File: config.mk
export PLATFORM = sky130hd
export DESIGN_NAME = rom_bus_arbiter
export DESIGN_NICKNAME = d
export VERILOG_FILES = /design/src/rtl/rom_bus_arbiter.sv
export SDC_FILE = /design/constraint.sdc
export NUM_CORES = 1
export LEC_CHECK = 0
export ABC_AREA = 0
export BUFFER_PORTS_ARGS = -buffer_cell sky130_fd_sc_hd__buf_2
export CORE_ASPECT_RATIO = 0.75
export CORE_UTILIZATION = 35
export DETAILED_ROUTE_END_ITERATION = 7
export PLACE_DENSITY = 0.67
export SYNTH_ARGS = -nofsm -noshare
export SYNTH_HDL_FRONTEND = slang
export SYNTH_SLANG_ARGS = --single-unit
File: constraint.sdc
create_clock -name clk -period 2.8 [get_ports clk]
set_input_delay 0.28 -clock clk [delete_from_list [all_inputs] [get_ports clk]]
set_output_delay 0.28 -clock clk [all_outputs]
set_load 0.05 [all_outputs]
File: src/rtl/rom_bus_arbiter.sv
// Round-robin arbiter that shares one ROM read port between an instruction-fetch
// requester (port 0) and a data/LDE requester (port 1).
module rom_bus_arbiter #(
    parameter int AW      = 16,
    parameter int DW      = 16,
    parameter int TIMEOUT = 15   // legal range 3..255
) (
    input  logic          clk,
    input  logic          rst_n,
    input  logic          req0,
    input  logic [AW-1:0] addr0,
    output logic          ack0,
    output logic          err0,
    input  logic          req1,
    input  logic [AW-1:0] addr1,
    output logic          ack1,
    output logic          err1,
    output logic [DW-1:0] rdata,
    output logic          rom_cs,
    output logic [AW-1:0] rom_addr,
    input  logic          rom_ready,
    input  logic [DW-1:0] rom_data,
    output logic          busy,
    output logic          grant
);

    typedef enum logic [2:0] {
        S_IDLE,
        S_ISSUE,
        S_WAIT_LO,
        S_WAIT_HI,
        S_DONE
    } state_t;

    localparam logic [7:0] TIMEOUT_LAST = 8'(TIMEOUT - 1);

    state_t        state_q, state_d;
    logic          grant_q, grant_d;
    logic [AW-1:0] rom_addr_q, rom_addr_d;
    logic [DW-1:0] rdata_q, rdata_d;
    logic [7:0]    cnt_q, cnt_d;
    logic          err_q, err_d;
    logic          winner;

    always_comb begin
        // NOTE: every signal driven here gets a default first so no path leaves it unassigned (no latches).
        state_d    = state_q;
        grant_d    = grant_q;
        rom_addr_d = rom_addr_q;
        rdata_d    = rdata_q;
        cnt_d      = cnt_q;
        err_d      = 1'b0;
        // On a tie the port that was not served last wins; otherwise the lone requester.
        winner     = (req0 && req1) ? ~grant_q : req1;

        case (state_q)
            S_IDLE: begin
                if (req0 || req1) begin
                    grant_d    = winner;
                    rom_addr_d = winner ? addr1 : addr0;
                    state_d    = S_ISSUE;
                end
            end
            S_ISSUE: begin
                cnt_d   = '0;
                state_d = S_WAIT_LO;
            end
            S_WAIT_LO, S_WAIT_HI: begin
                cnt_d = cnt_q + 8'd1;
                // The ROM's idle-high ready is never mistaken for completion: a low must be seen first.
                if (state_q == S_WAIT_LO && !rom_ready) begin
                    state_d = S_WAIT_HI;
                end else if (state_q == S_WAIT_HI && rom_ready) begin
                    rdata_d = rom_data;
                    state_d = S_DONE;
                end else if (cnt_q >= TIMEOUT_LAST) begin
                    err_d   = 1'b1;
                    state_d = S_IDLE;
                end
            end
            S_DONE: begin
                state_d = S_IDLE;
            end
            default: begin
                state_d = S_IDLE;
            end
        endcase
    end

    // NOTE: sequential state uses non-blocking assignments so all flops update together on the edge.
    always_ff @(posedge clk or negedge rst_n) begin
        if (!rst_n) begin
            state_q    <= S_IDLE;
            grant_q    <= 1'b1;
            rom_addr_q <= '0;
            rdata_q    <= '0;
            cnt_q      <= '0;
            err_q      <= 1'b0;
        end else begin
            state_q    <= state_d;
            grant_q    <= grant_d;
            rom_addr_q <= rom_addr_d;
            rdata_q    <= rdata_d;
            cnt_q      <= cnt_d;
            err_q      <= err_d;
        end
    end

    // Outputs decode straight from flops, so they carry no combinational path from the inputs.
    assign rom_cs   = (state_q == S_ISSUE);
    assign busy     = (state_q == S_ISSUE) || (state_q == S_WAIT_LO) || (state_q == S_WAIT_HI);
    assign ack0     = (state_q == S_DONE) && !grant_q;
    assign ack1     = (state_q == S_DONE) && grant_q;
    assign err0     = err_q && !grant_q;
    assign err1     = err_q && grant_q;
    assign rdata    = rdata_q;
    assign rom_addr = rom_addr_q;
    assign grant    = grant_q;

endmodule

# Yosys cells after proc, flatten, opt, wreduce, memory -nomap -nowiden
# Cells that the tools add are included.
[word_totals]
regBits = 45
[op_classes]
n_lt_le_gt_ge = 1
n_reduce_logical = 18
bitwise = 2
n_addsub = 1
mux = 12
eq_ne = 6
[ops]
columns = ["operator", "count"]
rows = [
  ["2-to-1 mux 16 bit", 1],
  ["one-hot mux 8 bit (2 select lines)", 1],
  ["2-to-1 mux 3 bit", 4],
  ["one-hot mux 3 bit (3 select lines)", 1],
  ["adder 8 x 1 -> 8 bit, second input constant", 1],
  [">= comparator 8 x 4 -> 1 bit, second input constant", 1],
  ["logical AND 1 bit", 7],
  ["== test 3 x 2 -> 1 bit, second input constant", 2],
  ["2-to-1 mux 1 bit", 5],
  ["inequality test 4 bit, second input constant", 1],
  ["AND reduction 2 bit", 2],
  ["== test 3 x 1 -> 1 bit, second input constant", 1],
  ["== test 3 bit, second input constant", 1],
  ["zero test 3 bit", 1],
  ["logical OR 1 bit", 3],
  ["AND reduction 3 bit", 1],
  ["zero test 1 bit", 2],
  ["inequality test 2 bit, second input constant", 1],
  ["NOT 1 bit", 2],
  ["nonzero test 2 bit", 1],
  ["OR reduction 2 bit", 1],
]

# Logic depth before layout (Yosys ltp)
[depth]
word_depth = 5
mapped_depth = 5
mapped_depth_nobuf = 5

# Least setup slack after synthesis
# OpenSTA, ideal clock, no wires.
[synth_path]
path_kind = "register to output"
start = "register state_q[1]"
end = "output ack0"
arrival_time_ns = 1.549
setup_slack_ns = 0.971
path_stages_with_launch = 5
n_path_buf = 1
cell_sequence = "dfrtp_1 -> clkbuf_1 -> nor2_1 -> nand2_1 -> nor2_1"
[synth_via]
elab_chain_cells = 2
[synth_lines]
columns = ["item", "line", "source"]
rows = [
  ["from (decl)", "37", "state_t state_q, state_d;"],
  ["from (signal assigned)", "100", "state_q <= state_d;"],
  ["== test 3 bit", "112", "assign ack0 = (state_q == S_DONE) && !grant_q;"],
  ["logical AND 1 bit", "112", ""],
  ["to (decl)", "12", "output logic ack0,"],
]
# Every way passes these cells.

# Worst setup path in the final report
[layout_path]
start = "register state_q[2]"
end = "register rdata_q[11], in the netlist rdata[11]"
[layout_via]
elab_chain_cells = 4
[layout_lines]
columns = ["item", "line", "source"]
rows = [
  ["== test 3 x 2 -> 1 bit", "56, 71", ""],
  ["logical AND 1 bit", "71", "if (state_q == S_WAIT_LO && !rom_ready) begin"],
  ["NOT 1 bit (no line)", "--", ""],
  ["AND reduction 3 bit (no line) (*)", "--", ""],
  ["to (signal assigned)", "103", "rdata_q <= rdata_d;"],
  ["to (decl)", "40", "logic [DW-1:0] rdata_q, rdata_d;"],
]
# Every way passes the cells marked *; elsewhere a longest branch is shown, timed or not.
# A chain may end at the register's enable or synchronous reset.

==> key figures <==
STA
  • Slew @ Worst Pin: between 0.9 and 1 ns
  • Hold Vio Cnt, Final: 0
  • RSZ-0062 raised after global routing: no
  • Final worst path period share: 73.7%
  • Crit path time final: approximately 2.1 ns
  • Max Slew Vio Count: 0
  • Endpoints failing setup: 0
  • Clk_skew: 0.0109 ns
  • Slew HR: approximately 34%
  • TNS Setup: 0 ns
  • PnR worst setup slack: about 0.74 ns
  • Hold Slack: about 0.13 ns
  • Fmax: slightly below 500 MHz

Routing
  • Post-route antenna net violation count: 0
  • WL/cell: 13.2 µm
  • DR top layer: met4
  • DR WL met2: 1.96 mm
  • Via-to-Cell Ratio: between 4 and 5
  • DRC viols: 0
  • Detailed Route WL: about 4.3 mm
  • Via count: about 1600
  • Metal3 WL: 304 µm
  • Wire length on met1: roughly 2 mm
  • Drt first pass iters: 4
  • First-iteration detailed-routing DRC count: 33

Critical path
  • Reg2Reg Depth: 3
  • CP Class: reg2reg
  • Reg2reg start: state_q[2]
  • Crit path capture type: flop
  • Critical Path Fanout Max: 17
  • CP arrival: 2.25 ns
  • Slowest stage delay, CP: 0.69 ns
  • Worst reg2reg setup slack: between 0.7 and 0.8 ns
  • Reg2reg end: rdata[11]
  • Worst path required time: ~3.0 ns
  • Chain of cells forming the critical path: nand2b_1 > or3_1 > mux2_2
  • Startpoint types: flop
  • CP max-delay cell: or3_1

Synthesis
  • Post-synth EDFFs: 0
  • Ys Warns: 0
  • Syn nets: approximately 210
  • Mapped Cells: between 150 and 200
  • Yosys cell types: 39
  • Dominant synthesized flop cell: dfrtp_1
  • Area leader, netlist: dfrtp_1
  • Mapped Area: about 0.0021 mm²
  • Synth top area cells: dfrtp_1, mux2_2, mux2_4, dfstp_2, ha_1
  • Most frequent cell after synthesis: dfrtp_1
  • Top cells by count, synth: dfrtp_1, mux2_2, mux2_4, inv_1, o21ai_0
  • Post-synthesis sequential area ratio: between 50% and 60%
  • Ys async rst share: 100%
  • Syn_area_per_cell: 13.6 µm²
  • #FFs+latches synth: 45
  • Yosys top cell area share: about 50%

Clock tree
  • Cts repair resizes: 0
  • Root Buffer: clkbuf_8
  • CTS Hold Bufs: 0
  • Clock transition at path regs: around 0.090 ns
  • Number of CTS-inserted buffers: 5
  • Number of H-tree levels: 2
  • Clock latency on the worst-skew pair: about 0.29 ns
  • Clock sink count: 45
  • Clk buf depth: 2
  • CTS tree: built
  • Post-CTS Setup Bufs: 0

Global routing
  • GRT overflow: 0
  • Vias in the first global route: approximately 1600
  • Pin count of the biggest net entering global routing: between 40 and 50
  • Global-route usage over all layers: 14.7%
  • First-pass GRT wire length: ~7.4 mm
  • Initial antenna violation count: 0

Final layout
  • Reg area: 0.00113 mm²
  • Fin nets: approximately 300
  • Area grow syn2layout: 29.7%
  • Diode count: 0
  • Layout cells sized above 1: 62.2%
  • Design area: 0.00278 mm²
  • Area of the multi-input gates: roughly 940 µm²
  • Fill cells: 551

Status
  • Status: finished clean

Power
  • Pleak: about 1.4 nW
  • VDD IR max: a little over 0.7 mV
  • Pint: approximately 1.9 mW
  • Pwr Total: ~3.6 mW
  • Sw Share: between 40% and 50%
  • Psw: between 1.5 and 2 mW
  • Clock power frac: 14.0%
  • Sequential Power Share: between 30% and 40%
  • Power density over cell area: between 1000 and 1500 mW/mm²
  • Comb power frac: a little over half

Placement
  • Dpl hpwl: around 3.2 mm
  • Gp weighted congestion: 0.837
  • IO buf count: between 90 and 100
  • Placed cell areas: approximately 0.0027 mm²
  • Dpl ws: between 0.7 and 0.8 ns

Die
  • Area of the die: between 0.006 and 0.007 mm²
  • Row cnt: 24
  • I/O pins: approximately 90
  • Starting density of the core: around 37%
  • Chip width: slightly above 90 µm
  • Core Box Area: approximately 0.0059 mm²
  • Chip Height: around 70 µm

Run
  • Max-cap violations: 0

Min path
  • Hold crit path type: in2async
per-stage QoR:
| step | instances | util [%] |
|---|---|---|
| after detailed placement | 321 | 45.4 |
| final | 329 | 47.4 |
| after CTS | 329 | 47.4 |
| after global routing | 329 | 47.4 |
| after global placement | 321 | 45.4 |
| after floorplan | 157 | - |
routing by layer:
| layer | up-vias | GRT usage [%] |
|---|---|---|
| li1 | 751 | - |
| met1 | 764 | 20.3 |
| met2 | 74 | 22.2 |
| met3 | 3 | 4.17 |
| met4 | 0 | 4.34 |
| met5 | - | 0 |
layout by cell type, fill, tap and decap left out, drive strengths merged, types with 3 or more instances in the layout:
| cell type | count |
|---|---|
| mux2 | 49 |
| nand3 | 3 |
| inv | 6 |
| nor2 | 4 |
| buf | 93 |
| nand2 | 4 |
| clkbuf | 6 |
| o21ai | 5 |
| dfrtp | 44 |
| o211ai | 3 |
sequential cells by signal, indices dropped and copies added, names as in the netlist:
| register | count |
|---|---|
| grant | 1 |
| cnt_q | 8 |
| state_q | 3 |
| err_q | 1 |
| rom_addr | 16 |
| rdata | 16 |
critical path, delay by kind of cell (launching register included):
kind          cells  cell delay [ns]
simple gates      2             0.94
mux               1             0.41
flops             1             0.59
worst max path at each step:
stage                from   endpoint  slack (ns)  cells after the start
2_1_floorplan  state_q[1]       ack0        0.97                      4
3_3_place_gp   state_q[2]  rdata[15]        0.80                      3
3_5_place_dp   state_q[2]  rdata[11]        0.72                      3
4_1_cts        state_q[2]  rdata[11]        0.70                      3
5_1_grt        state_q[2]  rdata[10]        0.56                      3
6_report       state_q[2]  rdata[11]        0.74                      3
layout make-up:
| type | count | area share (%) |
|---|---|---|
| Sequential cell | 45 | 40.6 |
| Multi-Input combinational cell | 99 | 33.8 |
| Timing Repair Buffer | 93 | 16.9 |
| Tap cell | 78 | 3.52 |
| Clock buffer | 6 | 2.97 |
| Clock inverter | 2 | 1.35 |
| Inverter | 6 | 0.811 |
power by group through the flow:
stage	sequential [mW]	clock, mW	combinational, mW
finish	1.17	0.510	1.95
global route	1.22	0.556	2.06
floorplan	2.00	0	0.728
global placement	1.17	0	1.95
CTS	1.17	0.532	1.98
detailed placement	1.18	0	1.98
logic make-up (layout without fill, tap and decap cells):
group	after synthesis	count (layout)	share of synthesized area (%)
mux	51	51	28.3
buf+inv	13	107	3.51
simple gates	27	27	7.95
compound gates	18	18	6.02
flops	45	45	52.7
fa+ha+maj	2	2	1.17
xor+xnor	1	1	0.409
(Power assumes the default switching activity.)
